==> config.mk <==
export PLATFORM = sky130hd
export DESIGN_NAME = uart_tx_ctrl
export DESIGN_NICKNAME = d
export VERILOG_FILES = /design/src/rtl/uart_tx_ctrl.sv
export SDC_FILE = /design/constraint.sdc
export NUM_CORES = 1
export LEC_CHECK = 0
export ABC_AREA = 1
export CAP_MARGIN = 20
export CORE_MARGIN = 2
export CORE_UTILIZATION = 47
export CTS_CLUSTER_DIAMETER = 50
export CTS_CLUSTER_SIZE = 10
export DETAILED_ROUTE_END_ITERATION = 10
export PLACE_DENSITY = 0.75
export SYNTH_ARGS = -nofsm -noshare
export SYNTH_HDL_FRONTEND = slang
export SYNTH_SLANG_ARGS = --single-unit
==> constraint.sdc <==
create_clock -name clk -period 1.5 [get_ports clk]
set_input_delay 0.225 -clock clk [delete_from_list [all_inputs] [get_ports clk]]
set_output_delay 0.225 -clock clk [all_outputs]
set_load 0.01 [all_outputs]
==> src/rtl/uart_tx_ctrl.sv <==
// UART transmit controller: accepts a byte over valid/ready, latches the serial frame
// and steps the frame-bit select at the baud rate. Define UART_TX_PARITY_EN to add a parity bit.
module uart_tx_ctrl #(
  parameter int unsigned CLKS_PER_BIT = 5208,
  parameter bit          PARITY_ODD   = 1'b0,
`ifdef UART_TX_PARITY_EN
  localparam int unsigned FRAME_W = 11
`else
  localparam int unsigned FRAME_W = 10
`endif
) (
  input  logic               clk,
  input  logic               rst,
  input  logic [7:0]         tx_data,
  input  logic               tx_valid,
  output logic               tx_ready,
  output logic [FRAME_W-1:0] frame,
  output logic [3:0]         bit_slc,
  output logic               busy,
  output logic               done
);

  typedef enum logic [2:0] {
    S_IDLE,
    S_START,
    S_DATA,
    S_PARITY,
    S_STOP
  } state_t;

  localparam logic [15:0] CNT_MAX  = 16'(CLKS_PER_BIT - 1);
  localparam logic [3:0]  STOP_IDX = 4'(FRAME_W - 1);

  state_t             state_q, state_d;
  logic [15:0]        baud_cnt_q;
  logic [3:0]         bit_idx_q, bit_idx_d;
  logic [FRAME_W-1:0] frame_q, frame_d;
  logic               done_q, done_d;
  logic               accept;
  logic               cnt_last;
  logic               advance;

  assign accept   = tx_valid && (state_q == S_IDLE);
  assign cnt_last = (baud_cnt_q == CNT_MAX);

`ifdef UART_TX_PARITY_EN
  assign frame_d = {1'b1, (^tx_data) ^ PARITY_ODD, tx_data, 1'b0};
`else
  assign frame_d = {1'b1, tx_data, 1'b0};
`endif

  always_comb begin
    state_d   = state_q;
    bit_idx_d = bit_idx_q;
    advance   = 1'b0;
    done_d    = 1'b0;
    case (state_q)
      S_IDLE: begin
        if (tx_valid) state_d = S_START;
      end
      S_START: begin
        if (cnt_last) begin
          advance   = 1'b1;
          state_d   = S_DATA;
          bit_idx_d = 4'd1;
        end
      end
      S_DATA: begin
        if (cnt_last) begin
          advance = 1'b1;
          if (bit_idx_q == 4'd8) begin
`ifdef UART_TX_PARITY_EN
            state_d = S_PARITY;
`else
            state_d = S_STOP;
`endif
          end else begin
            bit_idx_d = bit_idx_q + 4'd1;
          end
        end
      end
      S_PARITY: begin
        if (cnt_last) begin
          advance = 1'b1;
          state_d = S_STOP;
        end
      end
      S_STOP: begin
        if (cnt_last) begin
          advance = 1'b1;
          state_d = S_IDLE;
          done_d  = 1'b1;
        end
      end
      default: state_d = S_IDLE;
    endcase
  end

  always_ff @(posedge clk) begin
    if (rst) begin
      state_q    <= S_IDLE;
      baud_cnt_q <= '0;
      bit_idx_q  <= '0;
      frame_q    <= '1;
      done_q     <= 1'b0;
    end else begin
      state_q   <= state_d;
      bit_idx_q <= bit_idx_d;
      done_q    <= done_d;
      if (accept || advance) begin
        baud_cnt_q <= '0;
      end else if (state_q != S_IDLE) begin
        baud_cnt_q <= baud_cnt_q + 16'd1;
      end
      if (accept) frame_q <= frame_d;
    end
  end

  // Select 4'hF in IDLE leaves the downstream mux on its default (line high).
  always_comb begin
    bit_slc = 4'hF;
    case (state_q)
      S_START:  bit_slc = 4'd0;
      S_DATA:   bit_slc = bit_idx_q;
      S_PARITY: bit_slc = 4'd9;
      S_STOP:   bit_slc = STOP_IDX;
      default:  bit_slc = 4'hF;
    endcase
  end

  assign busy     = (state_q != S_IDLE);
  assign tx_ready = ~busy;
  assign frame    = frame_q;
  assign done     = done_q;

endmodule
==> results.json <==
{
  "crit_arrival_ns": 1.30,
  "grt_overflow": 0,
  "mostFrequentLayoutCells": "55 x nand2_1, 28 x nor2_1, 27 x dfxtp_1",
  "dieWidth_um": 63.37,
  "clkLatencyLatePin_ns": 0.35,
  "finalSetupTns_ns": -0.03971,
  "r2r_start": "baud_cnt_q[1]",
  "report.final.setup_viol": 4,
  "grt_pass1_wl_mm": 6.223,
  "dp_hpwl_mm": 2.646,
  "n_antenna_cell": 0,
  "io_pins": 28,
  "power_density_mw_per_mm2": 1422,
  "reg2reg_to": "baud_cnt_q[2]",
  "final_util": 0.6849,
  "finalHoldViolations": 0,
  "layout.nets": 299,
  "port_buffers": 26,
  "syn_area_per_cell_um2": 7.171,
  "power_switching_share": 0.3898,
  "drt_iter0_drc": 50,
  "cts_buffers": 5,
  "crit_type": "flip-flop to output port",
  "intPower_mw": 1.999,
  "synth_cells": 231,
  "critPathLaunch": "state_q[2]",
  "fin_worst_skew_ns": 0.01048,
  "yosysTopAreaCell": "dfxtp_1",
  "p_leak_nw": 0.9995,
  "yosysSeqAreaShare": 0.3988,
  "grt_pass1_vias": 1535,
  "rows": 21,
  "max_cap_violations": 0,
  "vias": 1599,
  "end_kind": "output port",
  "yosys_warnings": 0,
  "crit_path_max_incr_delay_ns": 0.35,
  "drcViolationCount": 0,
  "post_drt_via_cell_ratio": 4.845,
  "violations": "setup timing",
  "p_comb_frac": 0.519,
  "layout_commonest_cell": "nand2_1",
  "pwr-share-clk": 0.140,
  "ff2ff_setup_slack_ns": 0.01,
  "rsz0062_at_grt": "true",
  "synthTopCellsByArea": "dfxtp_1 40%, nand2_1 14%, nor2_1 7.0%, nand3_1 5.4%, inv_1 5.4%",
  "power_mw": 3.275,
  "track_usage": 0.1945,
  "drive_gt1_frac": 0.2817,
  "synth.top_cell.area_share": 0.3988,
  "cts_root_buf": "clkbuf_4",
  "fin_ws_ns": -0.02195,
  "cts_sinks": 33,
  "htree_levels": 2,
  "synth_cell_type_count": 31,
  "power.switching_mw": 1.277,
  "dieArea_mm2": 0.004016,
  "grt_max_degree": 17,
  "cts_tree": "done",
  "clkSlewWorstSetupHoldPaths_ns": 0.10,
  "crit_cells": 7,
  "fin_crit_ns": 1.522,
  "required_ns": 1.27,
  "start_util": 0.4926,
  "die_h_um": 63.37,
  "fp.coreArea_mm2": 0.003363,
  "min_path_type": "input port to flip-flop",
  "ant_nets": 0,
  "reg2regPathDepth": 10,
  "postCtsHoldBufs": 0,
  "cp_top_family": "flip-flops",
  "finalWirelength_mm": 3.929,
  "antenna_found_initial": 0,
  "start_kind": "flip-flop",
  "max_freq_ghz": 0.6571,
  "syn_to_final_growth_pct": 39.05,
  "clk_path_buf_depth": 2,
  "crit_chain": "inv_4 > nand2_4 > nor2_4 > inv_2 > nand2_2 > o21ai_1 > buf_2",
  "firstDrtPassIters": 4,
  "finalMaxSlewViolations": 0,
  "ir_worst_vdd_uv": 889.1,
  "syn_area_mm2": 0.001657,
  "wl_per_cell_um": 11.91,
  "crit_buf_inv": 3,
  "cpMaxStageDelayCell": "dfxtp_2",
  "p_seq_frac": 0.341,
  "syn_nets": 245,
  "place_congestion": 0.8280,
  "fin_crit_sh": 1.015,
  "synth_seq_cells": 33,
  "crit_fanout": 4,
  "crit_path_end": "bit_slc[3]",
  "status": "complete, but fails checks"
}
[logic make-up after synthesis]
kind of cell,Yosys count,synth area share
simple gates,137,0.3912
flops,33,0.3988
buf+inv,30,0.07931
compound gates,19,0.06344
xor+xnor,8,0.04230
fa+ha+maj,3,0.02266
other cells,1,0.002264
[power groups by stage]
| stage | combinational (mW) | clock [mW] | sequential, mW |
|---|---|---|---|
| after floorplan | 0.722 | 0 | 1.13 |
| after global placement | 1.50 | 0 | 1.09 |
| after detailed placement | 1.52 | 0 | 1.09 |
| after CTS | 1.52 | 0.461 | 1.09 |
| after global routing | 1.85 | 0.483 | 1.13 |
| final | 1.70 | 0.458 | 1.12 |
[cells in the mapped netlist, drive strengths merged]
cell type / number
nand4: 4
dfxtp: 33
clkbuf: 1
inv: 27
nor2: 37
conb: 1
xor2: 7
ha: 3
a21oi: 10
nand2: 68
buf: 2
o21bai: 1
xnor2: 1
o21ai: 8
or2: 2
nand3b: 2
nor3: 4
nand3: 20
[how the worst min path moves through the flow]
| stage | cells after the start | startpoint | slack [ns] | to |
|---|---|---|---|---|
| 4_1_cts | 3 | tx_data[2] | 0.44 | frame[3] |
| 5_1_grt | 2 | frame[5] | 0.48 | frame[5] |
| 3_5_place_dp | 2 | frame[8] | 0.45 | frame[8] |
| 3_3_place_gp | 2 | frame[0] | 0.43 | frame[0] |
| 2_1_floorplan | 1 | rst | 0.29 | state_q[2] |
| 6_report | 3 | tx_data[2] | 0.44 | frame[3] |
[state kept, by name (all words and copies together) (netlist names)]
| signal | cells |
|---|---|
| baud_cnt_q | 16 |
| done | 1 |
| frame | 9 |
| state_q | 3 |
| bit_idx_q | 4 |
[final cells by class]
class                           count  area [um^2]
Tap cell                           46        57.56
Sequential cell                    33        670.6
Clock inverter                      1        5.005
Inverter                           27        116.4
Clock buffer                        5        37.54
Timing Repair Buffer               49        440.4
Fill cell                         313         1060
Multi-Input combinational cell    169        975.9
[through the flow]
| stage | hold slack, ns | area, um^2 | cells | setup slack, ns |
|---|---|---|---|---|
| CTS | 0.4414 | 2162 | 326 | -0.01292 |
| detailed placement | 0.4462 | 2095 | 319 | -0.1213 |
| finish | 0.4366 | 2303 | 330 | -0.02195 |
| global placement | 0.4295 | 2095 | 319 | -0.07440 |
| floorplan | 0.2941 | 1657 | 231 | 0.1065 |
| global route | 0.4836 | 2303 | 330 | -0.1057 |
[per-layer routing]
metal / vias up / track usage / part of all wire
li1: 837 / - / -
met1: 722 / 0.2016 / 0.40
met2: 31 / 0.3645 / 0.53
met3: 9 / 0.05714 / 0.049
met4: 0 / 0.07337 / 0.016
met5: - / 0 / 0
[tightest hold or removal path, stage by stage]
cell             delay, ns
clkdlybuf4s50_1       0.39
nand2_1               0.06
nand3_1               0.06
[timing repair]
action | 4_1_cts | 5_1_grt
gates cloned | 0 | 1
endpoints found under the setup margin | 8 | 39
pin swaps | 3 | 12
setup buffers | 1 | 3
gates resized for setup | 42 | 30
Power figures use the tool's default switching activity.
==> patch, RTL diff (same settings) <==
One comparison of `bit_idx_q` changes from == to >=.
--- a/src/rtl/uart_tx_ctrl.sv
+++ b/src/rtl/uart_tx_ctrl.sv
@@ -68,7 +68,7 @@
       S_DATA: begin
         if (cnt_last) begin
           advance = 1'b1;
-          if (bit_idx_q == 4'd8) begin
+          if (bit_idx_q >= 4'd8) begin
 `ifdef UART_TX_PARITY_EN
             state_d = S_PARITY;
 `else
Function: same outputs for any inputs over 10 cycles, from zero or initial values and one cycle with rst high; that may be too few to reach the edited logic, so the function may still have changed.
==> patch against the original RTL <==
  * Routed wire length is 1.9% higher
  * Count of clock-buffer cells in the layout is 2 higher
  * Core utilization is 3.9 points lower
  * Sequential cell count stayed put
  * Design area is 1.1% higher
  * Synthesized cell count is 6.5% higher
  * Setup slack better by 83 ps
  * Clock skew is 4.5 ps lower
  * Sequential power hardly changed
  * First-iteration DRC count is 64% higher
  * Power is 13% higher
  * Critical path depth is 1 lower
  * Synthesized area is 4.9% higher
  * Critical endpoint is now bit_slc[0]
==> patch: results (changes against the original RTL) <==
- Area after DPL: 0.00216 mm^2 (+3.2%)
- Die W: 64.8 um (+2.3%)
- Layout net count: 310 (+3.7%)
- Pre-CTS WS: -98.8 ps (+22.5 ps)
- PwrDens: 1580 mW/mm^2 (+11%)
- R2R depth: 8 (-2)
- Post-synthesis xor/xnor area fraction: 3.53% (-0.70 points)
- Hold_sp: frame[0]
- Clk pwr share: 20.2% (+6.2 points)
- R2R Path End: baud_cnt_q[14]
- Compound-Gate Fraction of Synth Area: 5.98% (-0.37 points)
- Share of layout cells above drive strength 1: 24.9% (-3.3 points)
- Global-route wire length before repair: 6610 um (+6.2%)
- Register share of the cell area: 28.7% (-0.38 points)
- Number of multi-input logic gates: 178 (+5.3%)
- Met3 Wirelength: 219 um (+13%)
- Main area contributors after synthesis: dfxtp_1, nand2_1, nor2_1
- Routed via count: 1670 (+4.4%)
- Cell count after placement: 335 (+5.0%)
- Adder-cell share of the synthesized area: 2.16% (-0.11 points)
- FFs & Latches: 33 (unchanged)
- Status: completed
- Vias in the first global route: 1597 (+4.0%)
- GR Util met2: 33.9% (-2.6 points)
- HP Class: reg -> reg
- Library cells used by synthesis: 28 (-9.7%)
- Flop-to-flop setup slack: 80 ps (+70 ps)
- Worst vdd ir: 0.880 mV (-0.98%)
- Fin cells: 345 (+4.5%)
- Sequential Area: 669 um^2 (-0.19%)
- Clock-pin slew on the worst setup and hold paths: 70 ps (-30 ps)
- CTS root buf: clkbuf_8
- Number of non-clock inverters in the layout: 31 (+15%)
- Hold EP: frame[0]
- Critical Path AT: 1210 ps (-90 ps)
- Syn Nets: 260 (+6.1%)
- Met2 Wirelength: 1920 um (-8.6%)
- Fill count: 328 (+4.8%)
- Layout clock area frac: 4.35% (+2.5 points)
- Signal buffers share of area: 17.0% (-2.1 points)
- Initial drt markers: 82 (+64%)
- Mapped Cells: 246 (+6.5%)
- Met3 usage: 7.12% (+1.4 points)
- Hold Slack: 469 ps (+32.8 ps)
- Met1 Use GR: 23.6% (+3.4 points)
- Int Power: 2260 uW (+13%)
- Met1 WL: 1840 um (+17%)
- Pre-antenna DRT Iters: 5 (+1)
- Hold Path Depth: 2 (-1)
- Buffers outside the clock class: 47 (-4.1%)
- Final Skew: 5.96 ps (-4.52 ps)
-- patch: worst max path at each step --
stage             startpoint  cells after the start  slack [ps]             to
2_1_floorplan  baud_cnt_q[0]                      9         130  baud_cnt_q[9]
3_3_place_gp      state_q[2]                      8         -50     bit_slc[3]
3_5_place_dp      state_q[1]                      5        -100     bit_slc[0]
4_1_cts        baud_cnt_q[0]                      8           1  baud_cnt_q[8]
5_1_grt        baud_cnt_q[0]                      8         -20   bit_idx_q[2]
6_report          state_q[2]                      6          60     bit_slc[0]
-- patch: critical path: cells and delay by family, from the launching register on --
family | cells | cell delay, ps
buffers and inverters | 3 | 360
AND/OR/NAND/NOR | 2 | 200
flip-flops | 1 | 320
AO/OA/AOI/OAI | 1 | 60
-- patch: timing repair --
action	in CTS	in global routing
gates cloned	0	1
endpoints found under the setup margin	6	29
pin swaps	3	6
hold buffers	0	0
gates resized for setup	26	19
setup buffers	1	1
